**src/rtl/branch_predictor_pkg.sv**
```systemverilog
// rtl/branch_predictor_pkg.sv - shared types and constants for the branch predictor
package branch_predictor_pkg;

  localparam int PC_W        = 12;
  localparam int DEF_ENTRIES = 16;
  localparam int DEF_IDX     = $clog2(DEF_ENTRIES);
  localparam int DEF_TAG_W   = PC_W - 2 - DEF_IDX;
  // Tag field is sized for the smallest table so any power-of-two ENTRIES fits
  localparam int TAG_W_MAX   = PC_W - 2;

  localparam logic [31:0] NOP_INSN = 32'h00000013;

  typedef enum logic [1:0] {
    CTR_SNT = 2'b00,
    CTR_WNT = 2'b01,
    CTR_WT  = 2'b10,
    CTR_ST  = 2'b11
  } ctr_e;

  typedef struct packed {
    logic                 valid;
    logic [TAG_W_MAX-1:0] tag;
    logic [PC_W-1:0]      target;
    ctr_e                 ctr;
  } entry_t;

  function automatic logic [PC_W-1:0] pc_plus4(input logic [PC_W-1:0] pc);
    return pc + 12'd4;
  endfunction

endpackage

```
**src/rtl/branch_predictor_pred_table.sv**
```systemverilog
// rtl/branch_predictor_pred_table.sv - direct-mapped predictor storage, lookup and update
module pred_table
  import branch_predictor_pkg::*;
#(
  parameter int ENTRIES = DEF_ENTRIES
) (
  input  logic            clk,
  input  logic            rst_n,
  input  logic [PC_W-1:0] lookup_pc,
  output logic            pred_taken,
  output logic [PC_W-1:0] pred_target,
  input  logic            upd_en,
  input  logic            upd_taken,
  input  logic            upd_is_jump,
  input  logic [PC_W-1:0] upd_pc,
  input  logic [PC_W-1:0] upd_target
);

  localparam int IDX = $clog2(ENTRIES);

  entry_t tbl [ENTRIES];

  logic [IDX-1:0]       lk_idx;
  logic [IDX-1:0]       up_idx;
  logic [TAG_W_MAX-1:0] lk_tag;
  logic [TAG_W_MAX-1:0] up_tag;
  logic                 lk_hit;
  logic                 up_hit;
  entry_t               lk_ent;
  entry_t               up_ent;
  logic                 unused_pc_bits;

  // Tag is every PC bit above the index; upper field bits stay zero
  function automatic logic [TAG_W_MAX-1:0] tag_of(input logic [PC_W-1:0] pc);
    logic [TAG_W_MAX-1:0] t;
    t = pc[PC_W-1:2] >> IDX;
    return t;
  endfunction

  assign lk_idx = lookup_pc[2 +: IDX];
  assign up_idx = upd_pc[2 +: IDX];
  assign lk_tag = tag_of(lookup_pc);
  assign up_tag = tag_of(upd_pc);
  assign lk_ent = tbl[lk_idx];
  assign up_ent = tbl[up_idx];
  assign unused_pc_bits = ^{lookup_pc[1:0], upd_pc[1:0]};

  // Fetch lookup reads the registered table, so a same-cycle update is seen one cycle later
  always_comb begin
    lk_hit      = lk_ent.valid && (lk_ent.tag == lk_tag);
    up_hit      = up_ent.valid && (up_ent.tag == up_tag);
    pred_taken  = lk_hit && lk_ent.ctr[1];
    pred_target = lk_hit ? lk_ent.target : pc_plus4(lookup_pc);
  end

  // Allocate/train on taken, weaken on a hitting not-taken branch
  always_ff @(posedge clk or negedge rst_n) begin
    if (!rst_n) begin
      for (int i = 0; i < ENTRIES; i++) begin
        tbl[i] <= '{valid: 1'b0, tag: '0, target: '0, ctr: CTR_WNT};
      end
    end else if (upd_en) begin
      if (upd_taken) begin
        tbl[up_idx].valid  <= 1'b1;
        tbl[up_idx].tag    <= up_tag;
        tbl[up_idx].target <= upd_target;
        if (!up_hit || upd_is_jump) begin
          tbl[up_idx].ctr <= upd_is_jump ? CTR_ST : CTR_WT;
        end else if (up_ent.ctr != CTR_ST) begin
          tbl[up_idx].ctr <= ctr_e'(up_ent.ctr + 2'd1);
        end
      end else if (!upd_is_jump && up_hit && (up_ent.ctr != CTR_SNT)) begin
        tbl[up_idx].ctr <= ctr_e'(up_ent.ctr - 2'd1);
      end
    end
  end

endmodule

```
**src/rtl/branch_predictor.sv**
```systemverilog
// rtl/branch_predictor.sv - fetch prediction, EX-stage mispredict/redirect and statistics
module branch_predictor
  import branch_predictor_pkg::*;
#(
  parameter int ENTRIES = 16,
  parameter int CNT_W   = 32
) (
  input  logic             CLK,
  input  logic             RSTn,
  input  logic [11:0]      IF_PC,
  output logic             PRED_TAKEN,
  output logic [11:0]      PRED_TARGET,
  output logic [11:0]      NEXT_PC,
  input  logic             EX_VALID,
  input  logic             EX_IS_BRANCH,
  input  logic             EX_IS_JUMP,
  input  logic [11:0]      EX_PC,
  input  logic             EX_TAKEN,
  input  logic [11:0]      EX_TARGET,
  input  logic             EX_PRED_TAKEN,
  input  logic [11:0]      EX_PRED_TARGET,
  output logic             MISPREDICT,
  output logic [11:0]      REDIRECT_PC,
  output logic [CNT_W-1:0] BR_CNT,
  output logic [CNT_W-1:0] MISS_CNT
);

  logic resolve;

  pred_table #(.ENTRIES(ENTRIES)) u_pred_table (
    .clk         (CLK),
    .rst_n       (RSTn),
    .lookup_pc   (IF_PC),
    .pred_taken  (PRED_TAKEN),
    .pred_target (PRED_TARGET),
    .upd_en      (resolve),
    .upd_taken   (EX_TAKEN),
    .upd_is_jump (EX_IS_JUMP),
    .upd_pc      (EX_PC),
    .upd_target  (EX_TARGET)
  );

  // Resolution in EX overrides whatever fetch predicted this cycle
  always_comb begin
    resolve     = EX_VALID && (EX_IS_BRANCH || EX_IS_JUMP);
    MISPREDICT  = resolve && ((EX_TAKEN != EX_PRED_TAKEN) ||
                              (EX_TAKEN && (EX_TARGET != EX_PRED_TARGET)));
    REDIRECT_PC = EX_TAKEN ? EX_TARGET : pc_plus4(EX_PC);
    if (MISPREDICT) begin
      NEXT_PC = REDIRECT_PC;
    end else if (PRED_TAKEN) begin
      NEXT_PC = PRED_TARGET;
    end else begin
      NEXT_PC = pc_plus4(IF_PC);
    end
  end

  // Saturating resolved-instruction and misprediction counters
  always_ff @(posedge CLK or negedge RSTn) begin
    if (!RSTn) begin
      BR_CNT   <= '0;
      MISS_CNT <= '0;
    end else begin
      if (resolve && (BR_CNT != '1)) begin
        BR_CNT <= BR_CNT + CNT_W'(1);
      end
      if (MISPREDICT && (MISS_CNT != '1)) begin
        MISS_CNT <= MISS_CNT + CNT_W'(1);
      end
    end
  end

endmodule

```
**config.mk**
```make
export PLATFORM = sky130hd
export DESIGN_NAME = branch_predictor
export DESIGN_NICKNAME = d
export VERILOG_FILES = /design/src/rtl/branch_predictor_pkg.sv /design/src/rtl/branch_predictor_pred_table.sv /design/src/rtl/branch_predictor.sv
export SDC_FILE = /design/constraint.sdc
export NUM_CORES = 1
export LEC_CHECK = 0
export ABC_CLOCK_PERIOD_IN_PS = 10700
export CAP_MARGIN = 10
export CELL_PAD_IN_SITES_DETAIL_PLACEMENT = 1
export CELL_PAD_IN_SITES_GLOBAL_PLACEMENT = 1
export CORE_UTILIZATION = 45
export DETAILED_ROUTE_END_ITERATION = 12
export GPL_TIMING_DRIVEN = 0
export PLACE_DENSITY = 0.76
export SYNTH_ARGS = -nofsm -noshare
export SYNTH_HDL_FRONTEND = slang
export SYNTH_HIERARCHICAL = 1
export SYNTH_SLANG_ARGS = --single-unit
export TNS_END_PERCENT = 30
```
**constraint.sdc**
```tcl
create_clock -name CLK -period 10.7 [get_ports CLK]
set_clock_uncertainty 0.1 [all_clocks]
set_input_delay 1.07 -clock CLK [delete_from_list [all_inputs] [get_ports CLK]]
set_output_delay 1.07 -clock CLK [all_outputs]
set_load 0.01 [all_outputs]
```
==> flow_metrics.env <==
export IMPL_status="finished with violations"
export IMPL_violations="design-rule violations"
export IMPL_layout_common_cells="384 x dfrtp_1, 338 x mux2_2, 155 x clkdlybuf4s50_1"
export IMPL_drt_drc_violations_left=4
export IMPL_p_leak_nw=10.5
export IMPL_synth_area_leaders="dfrtp_1 47%, mux2_2 18%, mux4_2 15%"
export IMPL_period_minus_slack_ps=8410
export IMPL_start_util=0.455
export IMPL_grt_pass1_wl_um=102000
export IMPL_final_nets=1747
export IMPL_place_hpwl_um=45600
export IMPL_timing_critical_path_mode_cell="buf_2"
export IMPL_root_buffer="clkbuf_16"
export IMPL_fin_cells=2321
export IMPL_hold_viol=0
export IMPL_rsz0062_at_grt="no"
export IMPL_critPathKind="in2out"
export IMPL_htree_levels=2
export IMPL_crit_family="buffers and inverters"
export IMPL_r2r_cells=9
export IMPL_cp_arrival_ps=7240
export IMPL_die_area_um2=46600
export IMPL_seq_area_frac_synth=0.487
export IMPL_dr_pass1_iters=9
export IMPL_clk_latency_ps=590
export IMPL_path_buf_inv=7
export IMPL_register_area_um2=10000
export IMPL_fillerInstances=4473
export IMPL_synth_top_area_cell="dfrtp_1"
export IMPL_drt_vias_per_instance=6.10
export IMPL_post_place_cells=2237
export IMPL_synthesis_area_um2=20600
export IMPL_syn_inst=1477
export IMPL_drv_slew=0
export IMPL_reg2reg_setup_slack_ps=7100
export IMPL_power_w=0.00444
export IMPL_yosysTopAreaCellShare=0.467
export IMPL_drt_iter0_drc=1020
export IMPL_yosys_warnings=6
export IMPL_synth_edff_count=0
export IMPL_path_cells="clkdlybuf4s50_1 > buf_2 > buf_2 > clkbuf_1 > buf_2 > mux4_2 > mux4_2 > and2_1 > clkbuf_1 > o21ai_0 > mux2_2 > clkdlybuf4s50_1"
export IMPL_clockBufferDepth=3
export IMPL_async_reset_ff_frac=1.00
export IMPL_cts_resized=0
export IMPL_grt_max_degree=113
export IMPL_clock_sink_count=400
export IMPL_power_density_nw_per_um2=181
export IMPL_worstMarginPinSlew_ps=1230
export IMPL_core_um2=45300
export IMPL_crit_required_ps=9530
export IMPL_cts_setup_buffers=0
export IMPL_syn_area_per_cell_um2=13.9
export IMPL_synth_seq_cells=400
export IMPL_setup_viol=0
export IMPL_cp_depth=12
export IMPL_endpoint="NEXT_PC[10]"
export IMPL_ir_drop_v=0.0000913
export IMPL_rows=78
export IMPL_wl_um=66400
export IMPL_synth_nets=1539
export IMPL_multi_input_area_um2=10000
export IMPL_max_freq_ghz=0.119
export IMPL_wl_per_cell_um=28.6
export IMPL_maxCapViolations=0
export IMPL_die_height_um=216
export IMPL_ant_nets=0
export IMPL_holdBufCountCts=0
export IMPL_crit_path_max_incr_delay_ps=750
export IMPL_clkTransAtPathRegs_ps=60
export IMPL_crit_start="IF_PC[2]"
export IMPL_synthToLayoutAreaGrowth_pct=19.1
export IMPL_die_w_um=216
export IMPL_cp_slowest_cell="clkdlybuf4s50_1"
export IMPL_vias=14200
export IMPL_timing_rr_end="u_pred_table/tbl[76]"
export IMPL_synth_ff_type="dfrtp_1"
export IMPL_start_kind="input pin"
export IMPL_gp_congestion=0.889
export IMPL_final_common_cell="dfrtp_1"
export IMPL_cp_max_fo=10
export IMPL_numCtsBuffers=46
export IMPL_portBuffers=156
export IMPL_drive_gt1_frac=0.362
export IMPL_tritoncts="built"
export IMPL_period_share=0.786
export IMPL_ioPinCount=157
export IMPL_r2r_start="u_pred_table/tbl[14]"
export IMPL_grt_overflow_total=0
export IMPL_grtUsageTotal=0.294
export IMPL_antenna_found_initial=1
export IMPL_critPathCaptureType="primary output"
export IMPL_hp_class="in2async"
export IMPL_max_slew_margin=0.182
export IMPL_grt_pass1_vias=15900
export IMPL_ys_types=51
## sequential cells by signal (all words and copies together), names as in the netlist
signal            count
u_pred_table/tbl    336
BR_CNT               32
MISS_CNT             32
## layout make-up
type,instances,share of cell area
clock inverter,14,0.00525
clock buffer,69,0.0566
multi-input combinational,959,0.409
tap,600,0.0306
inverter,15,0.00230
sequential,400,0.409
buffer,103,0.0189
antenna,1,0.000102
timing repair buffer,160,0.0678
## worst min-delay path by stage
| stage | slack, ps | start | to | depth (start not counted) |
|---|---|---|---|---|
| 3_3_place_gp | 370 | u_pred_table/tbl[374] | u_pred_table/tbl[374] | 1 |
| 2_1_floorplan | 350 | u_pred_table/tbl[349] | u_pred_table/tbl[349] | 1 |
| 4_1_cts | 390 | u_pred_table/tbl[249] | u_pred_table/tbl[249] | 1 |
| 5_1_grt | 410 | MISS_CNT[31] | MISS_CNT[31] | 1 |
| 3_5_place_dp | 380 | u_pred_table/tbl[249] | u_pred_table/tbl[249] | 1 |
| 6_report | 370 | RSTn | BR_CNT[27] | 1 |
## where the power goes
group	internal [W]	total, W	switching [W]
logic	0.000507	0.000879	0.000372
registers	0.00179	0.00198	0.000192
clock network	0.000922	0.00158	0.000657
## per-layer routing
| metal | global-route usage | share of wire |
|---|---|---|
| met5 | 0 | 0 |
| met4 | 0.113 | 0.037 |
| met3 | 0.0459 | 0.050 |
| met2 | 0.494 | 0.50 |
| met1 | 0.384 | 0.42 |
## per-stage QoR
stage	instance area (um^2)	setup WS [ps]	util	hold slack, ps	setup TNS, ps
CTS	24500	2270	0.542	392	0
detailed placement	23000	2310	0.508	378	0
global route	24500	2110	0.542	410	0
finish	24500	2290	0.542	372	0
floorplan	20600	5250	-	346	0
global placement	22900	-8870	0.506	366	-3437050
## cell families after synthesis
logic type	after synthesis	synth area share
muxes	501	0.348
AOI/OAI and AO/OA	51	0.0143
adders and majority gates	7	0.00425
xor gates and xnor gates	108	0.0459
and+or+nand+nor	292	0.0749
buffers and inverters	118	0.0253
DFF	400	0.487
## worst register-to-register path, delay by kind of cell, from the launching register on
family                    cells  cell delay [ps]
buffers and inverters         1              230
xor gates and xnor gates      1              410
muxes                         5             1570
DFF                           1              400
and+or+nand+nor               2              770
## cells in the mapped netlist (12+ instances only)
master and instances:
mux2_2 338, o21ai_0 27, a21oi_1 12, xnor2_1 68
mux2i_1 24, and3_1 22, nor2_1 52, nor3_1 12
mux4_2 138, buf_1 18, inv_1 15, buf_2 25
dfstp_2 16, nand2_1 65, nand4_1 33, dfrtp_1 384
clkbuf_1 54, nand3_1 43, xor2_1 40
No activity file was read; power rests on OpenSTA's default activity.
